$ cat src/rtl/ddr_cmd_seq.sv
// Strided-row DDR command sequencer: descriptor FIFO feeding a row-issue FSM for an AXI data engine.
// Optional alignment/length checking of descriptors is enabled with `define DDR_CMD_SEQ_CHK_EN.
module ddr_cmd_seq #(
  parameter int C_AXI_ADDR_WIDTH = 64,
  parameter int SINGLE_LEN       = 24,
  parameter int ROW_W            = 16,
  parameter int DESC_DEPTH       = 4,
  parameter int BEAT_BYTES       = 32
) (
  input  logic                        clk,
  input  logic                        rst_n,
  input  logic                        desc_valid,
  output logic                        desc_ready,
  input  logic [C_AXI_ADDR_WIDTH-1:0] desc_addr,
  input  logic [C_AXI_ADDR_WIDTH-1:0] desc_stride,
  input  logic [SINGLE_LEN-1:0]       desc_row_len,
  input  logic [ROW_W-1:0]            desc_rows,
  input  logic                        desc_type,
  output logic [C_AXI_ADDR_WIDTH-1:0] ddr_st_addr_out,
  output logic [SINGLE_LEN-1:0]       ddr_len,
  output logic                        ddr_conf,
  output logic                        cmd_type,
  input  logic                        ddr_idle,
  output logic                        desc_done,
  output logic                        busy,
  output logic                        err
);

  localparam int PW   = (DESC_DEPTH > 1) ? $clog2(DESC_DEPTH) : 1;
  localparam int BB_W = (BEAT_BYTES > 1) ? $clog2(BEAT_BYTES) : 1;

  typedef struct packed {
    logic [C_AXI_ADDR_WIDTH-1:0] addr;
    logic [C_AXI_ADDR_WIDTH-1:0] stride;
    logic [SINGLE_LEN-1:0]       len;
    logic [ROW_W-1:0]            rows;
    logic                        typ;
  } desc_t;

  typedef enum logic [2:0] {S_IDLE, S_ISSUE, S_GUARD, S_WAIT, S_STEP} state_t;

  state_t state, state_d;

  desc_t         fifo_mem [DESC_DEPTH];
  desc_t         head, in_d;
  logic [PW-1:0] wr_ptr, rd_ptr;
  logic [PW:0]   count;
  logic          push, pop, fifo_empty;

  logic [C_AXI_ADDR_WIDTH-1:0] addr_q, stride_q;
  logic [SINGLE_LEN-1:0]       len_q;
  logic [ROW_W-1:0]            rows_q;
  logic                        type_q, done_q;
  logic                        misalign, head_bad;

  // ---------------- descriptor FIFO ----------------
  assign in_d       = '{addr: desc_addr, stride: desc_stride, len: desc_row_len,
                        rows: desc_rows, typ: desc_type};
  assign head       = fifo_mem[rd_ptr];
  assign fifo_empty = (count == '0);
  // Ready depends only on occupancy so a same-cycle pop never creates a ready->valid path.
  assign desc_ready = (count != (PW+1)'(DESC_DEPTH));
  assign push       = desc_valid && desc_ready;

  always_ff @(posedge clk) begin
    if (push) fifo_mem[wr_ptr] <= in_d;
  end

  always_ff @(posedge clk) begin
    if (!rst_n) begin
      wr_ptr <= '0;
      rd_ptr <= '0;
      count  <= '0;
    end else begin
      if (push) wr_ptr <= wr_ptr + 1'b1;
      if (pop)  rd_ptr <= rd_ptr + 1'b1;
      case ({push, pop})
        2'b10:   count <= count + 1'b1;
        2'b01:   count <= count - 1'b1;
        default: count <= count;
      endcase
    end
  end

  // ---------------- descriptor checking ----------------
  assign misalign = (|head.addr[BB_W-1:0]) | (|head.stride[BB_W-1:0]) | (|head.len[BB_W-1:0]);

`ifdef DDR_CMD_SEQ_CHK_EN
  logic err_q;
  assign head_bad = misalign || ((head.len == '0) && (head.rows != '0));
  assign err      = err_q;

  always_ff @(posedge clk) begin
    if (!rst_n)               err_q <= 1'b0;
    else if (pop && head_bad) err_q <= 1'b1;
  end
`else
  logic unused_chk;
  assign unused_chk = misalign;
  assign head_bad   = 1'b0;
  assign err        = 1'b0;
`endif

  // ---------------- row FSM ----------------
  always_ff @(posedge clk) begin
    if (!rst_n) state <= S_IDLE;
    else        state <= state_d;
  end

  always_comb begin
    state_d = state;
    pop     = 1'b0;
    case (state)
      S_IDLE: begin
        if (!fifo_empty) begin
          pop = 1'b1;
          if ((head.rows != '0) && !head_bad) state_d = S_ISSUE;
        end
      end
      S_ISSUE: state_d = S_GUARD;
      // Engine's idle flag is registered, so it still reads 1 the cycle after conf.
      S_GUARD: state_d = S_WAIT;
      S_WAIT:  if (ddr_idle) state_d = S_STEP;
      S_STEP:  state_d = (rows_q != ROW_W'(1)) ? S_ISSUE : S_IDLE;
      default: state_d = S_IDLE;
    endcase
  end

  always_ff @(posedge clk) begin
    if (!rst_n) begin
      addr_q   <= '0;
      stride_q <= '0;
      len_q    <= '0;
      rows_q   <= '0;
      type_q   <= 1'b0;
      done_q   <= 1'b0;
    end else begin
      done_q <= 1'b0;
      if (pop) begin
        addr_q   <= head.addr;
        stride_q <= head.stride;
        len_q    <= head.len;
        rows_q   <= head.rows;
        type_q   <= head.typ;
        if ((head.rows == '0) || head_bad) done_q <= 1'b1;
      end
      if (state == S_STEP) begin
        rows_q <= rows_q - 1'b1;
        if (rows_q != ROW_W'(1)) addr_q <= addr_q + stride_q;
        else                     done_q <= 1'b1;
      end
    end
  end

  assign ddr_conf        = (state == S_ISSUE);
  assign ddr_st_addr_out = addr_q;
  assign ddr_len         = len_q;
  assign cmd_type        = type_q;
  assign desc_done       = done_q;
  assign busy            = (state != S_IDLE) || !fifo_empty;

endmodule

$ cat config.mk
export PLATFORM = sky130hd
export DESIGN_NAME = ddr_cmd_seq
export DESIGN_NICKNAME = d
export VERILOG_FILES = /design/src/rtl/ddr_cmd_seq.sv
export SDC_FILE = /design/constraint.sdc
export NUM_CORES = 1
export LEC_CHECK = 0
export BUFFER_PORTS_ARGS = -buffer_cell sky130_fd_sc_hd__buf_2
export CAP_MARGIN = 20
export CORE_UTILIZATION = 30
export CTS_CLUSTER_DIAMETER = 50
export DETAILED_ROUTE_END_ITERATION = 8
export GPL_TIMING_DRIVEN = 1
export PLACE_DENSITY = 0.56
export SYNTH_ARGS = -nofsm -noshare
export SYNTH_HDL_FRONTEND = slang
export SYNTH_SLANG_ARGS = --single-unit
$ cat constraint.sdc
create_clock -name clk -period 10 [get_ports clk]
set_input_delay 0.5 -clock clk [delete_from_list [all_inputs] [get_ports clk]]
set_output_delay 0.5 -clock clk [all_outputs]
set_load 0.1 [all_outputs]
; ---- Word-level counts from Yosys, hierarchy flattened
; Memories as Yosys holds them, arrays and structs flattened. A register that Yosys moved wholly into a read port is not among the register bits.
; Cells that the tools add are included.
; W data, S select, Z words.
[op_classes]
n_addsub = 6
eq_ne = 11
n_mux = 21
reduce_logical = 11
[ops]
columns = operator, n
row1 = $mux W64, 3
row2 = $add A64 B64 Y64, 1
row3 = $mux W16, 2
row4 = $logic_not A16 Y1, 1
row5 = $ne A16 B1 Y1 const B, 1
row6 = $reduce_bool A16 Y1, 1
row7 = $sub A16 B1 Y16 const B, 1
row8 = $pmux W3 S5, 1
row9 = $mux W1, 9
row10 = $mux W3, 3
row11 = $eq A3 B2 Y1 const B, 2
row12 = $logic_not A3 Y1, 2
row13 = $ne A2 B2 Y1 const B, 3
row14 = $pmux W3 S2, 1
row15 = $add A2 B1 Y2 const B, 2
row16 = $mux W2, 2
row17 = $reduce_bool A2 Y1, 2
row18 = $add A3 B1 Y3 const B, 1
row19 = $eq A3 B1 Y1 const B, 1
row20 = $eq A3 B3 Y1 const B, 1
row21 = $ne A3 B3 Y1 const B, 1
row22 = $reduce_and A3 Y1, 1
row23 = $reduce_bool A3 Y1, 1
row24 = $sub A3 B1 Y3 const B, 1
row25 = 5 further kinds, 5
[word_totals]
register_bits = 180
ramBits = 676
in_bits = 173
out_inout_bits = 94
elab_cells = 60
memories = 1
[mem_list]
columns = memory, words, width, rd, rd_clocked_by_memory_dff, write_ports, line_no
row1 = fifo_mem, 4, 169, 1, 1, 1, 44  ; desc_t fifo_mem [DESC_DEPTH];

; ---- Logic depth before layout (Yosys ltp)
[depth]
word_depth = 6
ltp_mapped = 12
ltp_nobuf = 12

; ---- Worst setup path after synthesis
; OpenSTA, ideal clock, no wires.
[synth_path]
kind = flip-flop to flip-flop
startpoint = register count[0]
endpoint = memory fifo_mem[0][0] (netlist name) (enable)
setup_time_ns = 0.550
t_arrival_ns = 5.310
setup_slack_ns = 4.139
path_stages_with_launch = 4
path_buffers = 0
synth_period_minus_slack_ns = 5.861
path_cell_list = dfxtp_1 > inv_1 > nand3_1 > and3_1
[synth_between]
elab_chain_cells = 4
[synth_rtl]
columns = item, line_no
row1 = start: declaration, 47  ; logic [PW:0] count;
row2 = start signal: assignment, 78  ; 2'b10: count <= count + 1'b1;
row3 = start signal: assignment, 79  ; 2'b01: count <= count - 1'b1;
row4 = start signal: assignment, 80  ; default: count <= count;
row5 = $ne A3 B3 Y1, 62  ; assign desc_ready = (count != (PW+1)'(DESC_DEPTH));
row6 = named net desc_ready, 13  ; output logic desc_ready,
row7 = $logic_and A1 B1 Y1, 63  ; assign push = desc_valid && desc_ready;
row8 = $mux W1, 66  ; if (push) fifo_mem[wr_ptr] <= in_d;
row9 = $mux W1 (implied by the code), 66
row10 = end: declaration, 44
; The timed path passes the listed nets, and every way through them passes these cells.

; ---- Worst setup path in the final report
[layout_path]
startpoint = register state[0]
endpoint = register addr_q[10] (netlist: ddr_st_addr_out[10])
[layout_between]
elab_chain_cells = 5
elab_cells_between_ends = 6
classes_between = eq/ne (1) / mux (4) / reduce/logical (1)
[layout_rtl]
columns = item, line_no
row1 = start: declaration, 42  ; state_t state, state_d;
row2 = start signal: assignment, 107  ; else state <= state_d;
row3 = $logic_not A3 Y1, 113  ; case (state)
row4 = $mux W1, 113
row5 = $mux W64, 139  ; if (pop) begin
row6 = $mux W64, 149  ; if (rows_q != ROW_W'(1)) addr_q <= addr_q + stride_q;
row7 = $mux W64 *, 147  ; if (state == S_STEP) begin
row8 = end signal: assignment, 140  ; addr_q <= head.addr;
row9 = end signal: assignment, 149
row10 = end: declaration, 50  ; logic [C_AXI_ADDR_WIDTH-1:0] addr_q, stride_q;
; Mark *: on every way between the ends. The rest lies on a longest branch, timed or not.
; A chain may end at the register's enable or synchronous reset.

==> impl_results.md <==
- Later-pin clock latency in the skew report: 0.70 ns
- Arrival time reported for the critical path endpoint: 4.51 ns
- Number of buffers inserted to repair setup after CTS: 0
- Sequential element share of the synthesized area: 0.670
- Most used standard cells in the synthesized netlist: 676 x sky130_fd_sc_hd__edfxtp_1, 412 x sky130_fd_sc_hd__nand2_1, 182 x sky130_fd_sc_hd__dfxtp_1
- Slew margin rel.: 0.300
- Crit-path max cell delay: 0.70 ns
- Endpoint of the lowest-slack register-to-register path: ddr_st_addr_out[10]$_SDFF_PN0_
- Placer congestion estimate: 0.876
- Core area: 118000 um2
- Reg-to-Reg Start: state[0]$_SDFFE_PN0P_
- Worst setup path class: register to register
- Leak pwr: 15.5 nW
- Total number of vias: 21900
- CTS Buffer Depth: 3
- Register area: 24000 um2
- Count of state elements after synthesis: 858
- Placement row count: 126
- CP startpoint kind: register
- Area enclosed by the die boundary: 120000 um2
- Count of distinct cell types in the synthesized netlist: 72
- Flop2flop setup slack: 6.12 ns
- DIE HEIGHT: 347 um
- Root buffer selected by CTS: sky130_fd_sc_hd__clkbuf_16
- Critical Path, Cell by Cell: nor3_1, nand2_4, inv_6, buf_4, buf_4, nand2_1, a21oi_1, a21oi_1, nor2b_1
- Vias in the first global route: 22200
- Largest cells by area after synthesis: sky130_fd_sc_hd__edfxtp_1 57%, sky130_fd_sc_hd__mux4_2 11%, sky130_fd_sc_hd__dfxtp_1 10%
- Share of the clock period used by the worst path: 0.388
- Post-synthesis instance area: 35700 um2
- Critical path data required time: 10.62 ns
- Number of remaining DRC errors: 0
- Max Clock Freq: 257 MHz
- Detail-routed net length per standard cell: 21.8 um
- Last element of the critical path: ddr_st_addr_out[10]$_SDFF_PN0_
- TritonCTS Buffers: 104
- CP startpoint: state[0]$_SDFFE_PN0P_
- TritonCTS clock tree: yes
- Total area of multi-input combinational cells: 11200 um2
- Critical path capture point type: register
- Number of enable-type register cells in the synthesized netlist: 676
- Final Hold Slack: 0.198 ns
- Post-synthesis cell type with the largest combined area: sky130_fd_sc_hd__edfxtp_1
- Vias per std cell: 4.89
- Transition time at the pin with the least slew margin: 1.05 ns
- Number of antenna violations at the first check in global routing: 10
- Peak VDD IR: 0.179 mV
- DR iter-0 viols: 1454
- Status: finished clean
- Total clock sinks: 858
- Post-synthesis cell count: 2419
- Starting density of the core: 0.303
- Setup skew after layout: 0.0456 ns
- Cell depth of the worst flop-to-flop path: 9
- Total GRT Usage: 0.162
- Wire length of the first global-routing pass: 146000 um
- Length of the first detailed-routing pass in iterations: 5
- H-tree Lvls: 3
- Number of hold-repair buffers added at the cts stage: 169
- Mean area per synthesized cell: 14.8 um2
- Total routed wirelength: 97600 um
- Pin count of the biggest net entering global routing: 91
- Hold crit path type: primary input to register
- Setup repair after global routing missed its margin: false
- Count of final hold-check violations: 0
- Fraction of post-synthesis cell area in the top cell type by area: 0.568
- Slew Limit Fails: 0
- Count of final setup violators: 0
- Min Clock Period, post-route: 3.88 ns
- Area growth from synthesis to layout: 22.8%
- Worst-path clk slew: 0.05 ns
- Number of nets still failing antenna checks after routing: 0
- Synthesized net count: 2664
- HPWL reported at the end of detailed placement: 65200 um
- Layout cell share with drive strength beyond 1: 0.224
- Cell at the slowest stage of the critical path: sky130_fd_sc_hd__inv_6
- Yosys warns: 0
- Max-cap viol count: 0
- Count leader, synth: sky130_fd_sc_hd__edfxtp_1
- Ys async rst share: 0
- Post-layout nets: 3091
- Setup total negative slack: 0 ns
- Post-synth top flop: sky130_fd_sc_hd__edfxtp_1
- Count of instances resized after the clock tree is built: 0
- Fill cell total of the finished layout: 11200
- Global route total overflow: 0
- PD cells: 299 nW/um2
- Width of the die: 347 um
- Number of primary I/O pins: 267
- Highest fanout seen on the critical path: 87
- Number of instances on the worst hold path: 3
- Count of input and output buffers: 265
-- state kept, by name, summed over array words and instances, names as in the netlist, 3 cells and up, named ones only --
signal	flops
fifo_mem	676
ddr_st_addr_out	64
stride_q	64
ddr_len	24
rows_q	16
count	3
state	3
-- power by group --
group / total (W) / internal (W) / switching, W
clock network: 0.00380 / 0.00224 / 0.00156
logic: 0.00451 / 0.00137 / 0.00314
registers: 0.00479 / 0.00447 / 0.000328
-- cell usage in the layout, fill, tap and decap left out, drive strengths merged, types with 11 or more instances in the layout --
master       count
a21boi         101
a21o            32
a21oi          102
a31oi           14
and2            13
and3            20
buf            290
clkbuf         131
clkinv          34
dfxtp          182
dlygate4sd3    169
edfxtp         676
ha              70
inv             45
mux4           169
nand2          412
nand3           79
nand4           19
nor2            66
nor2b           11
nor3            22
nor4            13
o211a           23
o211ai          16
o21ai           36
o21bai          18
xnor2           33
xor2            22
-- critical path: cells and delay by family, from the launching register on --
kind / cells / cell delay, ns
compound gates: 2 / 0.22
flops: 1 / 0.36
buf+inv: 3 / 1.84
simple gates: 4 / 1.22
-- final cells by class --
cell class / instances / share of cell area
Sequential cell: 858 / 0.546
Multi-Input combinational cell: 1396 / 0.254
Timing Repair Buffer: 459 / 0.0735
Clock buffer: 131 / 0.0651
Tap cell: 1536 / 0.0438
Clock inverter: 64 / 0.0153
Inverter: 27 / 0.00242
Antenna cell: 2 / 0.000114
-- routing by layer --
metal | track usage | routed length, um | vias up
met4 | 0.0470 | 2560 | 12
met1 | 0.208 | 42000 | 11000
met5 | 0 | 69 | -
met3 | 0.0504 | 6950 | 151
li1 | - | - | 10200
met2 | 0.261 | 46100 | 526
-- how the worst min path moves through the flow --
stage | from | to | slack [ns]
3_3_place_gp | ddr_len[8]$_SDFFE_PN0P_ | ddr_len[8]$_SDFFE_PN0P_ | 0.45
5_1_grt | ddr_idle | state[1]$_SDFFE_PN0P_ | 0.16
6_report | ddr_idle | state[1]$_SDFFE_PN0P_ | 0.20
4_1_cts | ddr_idle | state[1]$_SDFFE_PN0P_ | 0.12
3_5_place_dp | ddr_len[15]$_SDFFE_PN0P_ | ddr_len[15]$_SDFFE_PN0P_ | 0.46
2_1_floorplan | stride_q[0]$_SDFFE_PN0P_ | stride_q[0]$_SDFFE_PN0P_ | 0.45
-- stage by stage --
stage | cells | instance area (um2) | power [W] | utilization | worst slack, ns
finish | 4473 | 43900 | 0.0131 | 0.372 | 6.12
detailed placement | 4107 | 38700 | 0.00941 | 0.327 | 6.07
global placement | 4107 | 38700 | 0.00938 | 0.327 | 6.08
floorplan | 2419 | 35700 | 0.00817 | - | 4.14
global route | 4472 | 43900 | 0.0138 | 0.372 | 5.67
CTS | 4471 | 43900 | 0.0133 | 0.372 | 6.01
-- cells by family (layout without fill, tap and decap cells) --
kind of cell | after synthesis | after routing | synth area share
flip-flops | 858 | 858 | 0.670
AND/OR/NAND/NOR | 689 | 689 | 0.0856
AO/OA/AOI/OAI | 404 | 404 | 0.0778
multiplexers | 175 | 175 | 0.108
buffers and inverters | 165 | 681 | 0.0189
adder cells (fa/ha/maj) | 72 | 72 | 0.0256
XOR/XNOR | 55 | 55 | 0.0135
other | 1 | 3 | 0.000105
(Power assumes the default switching activity.)
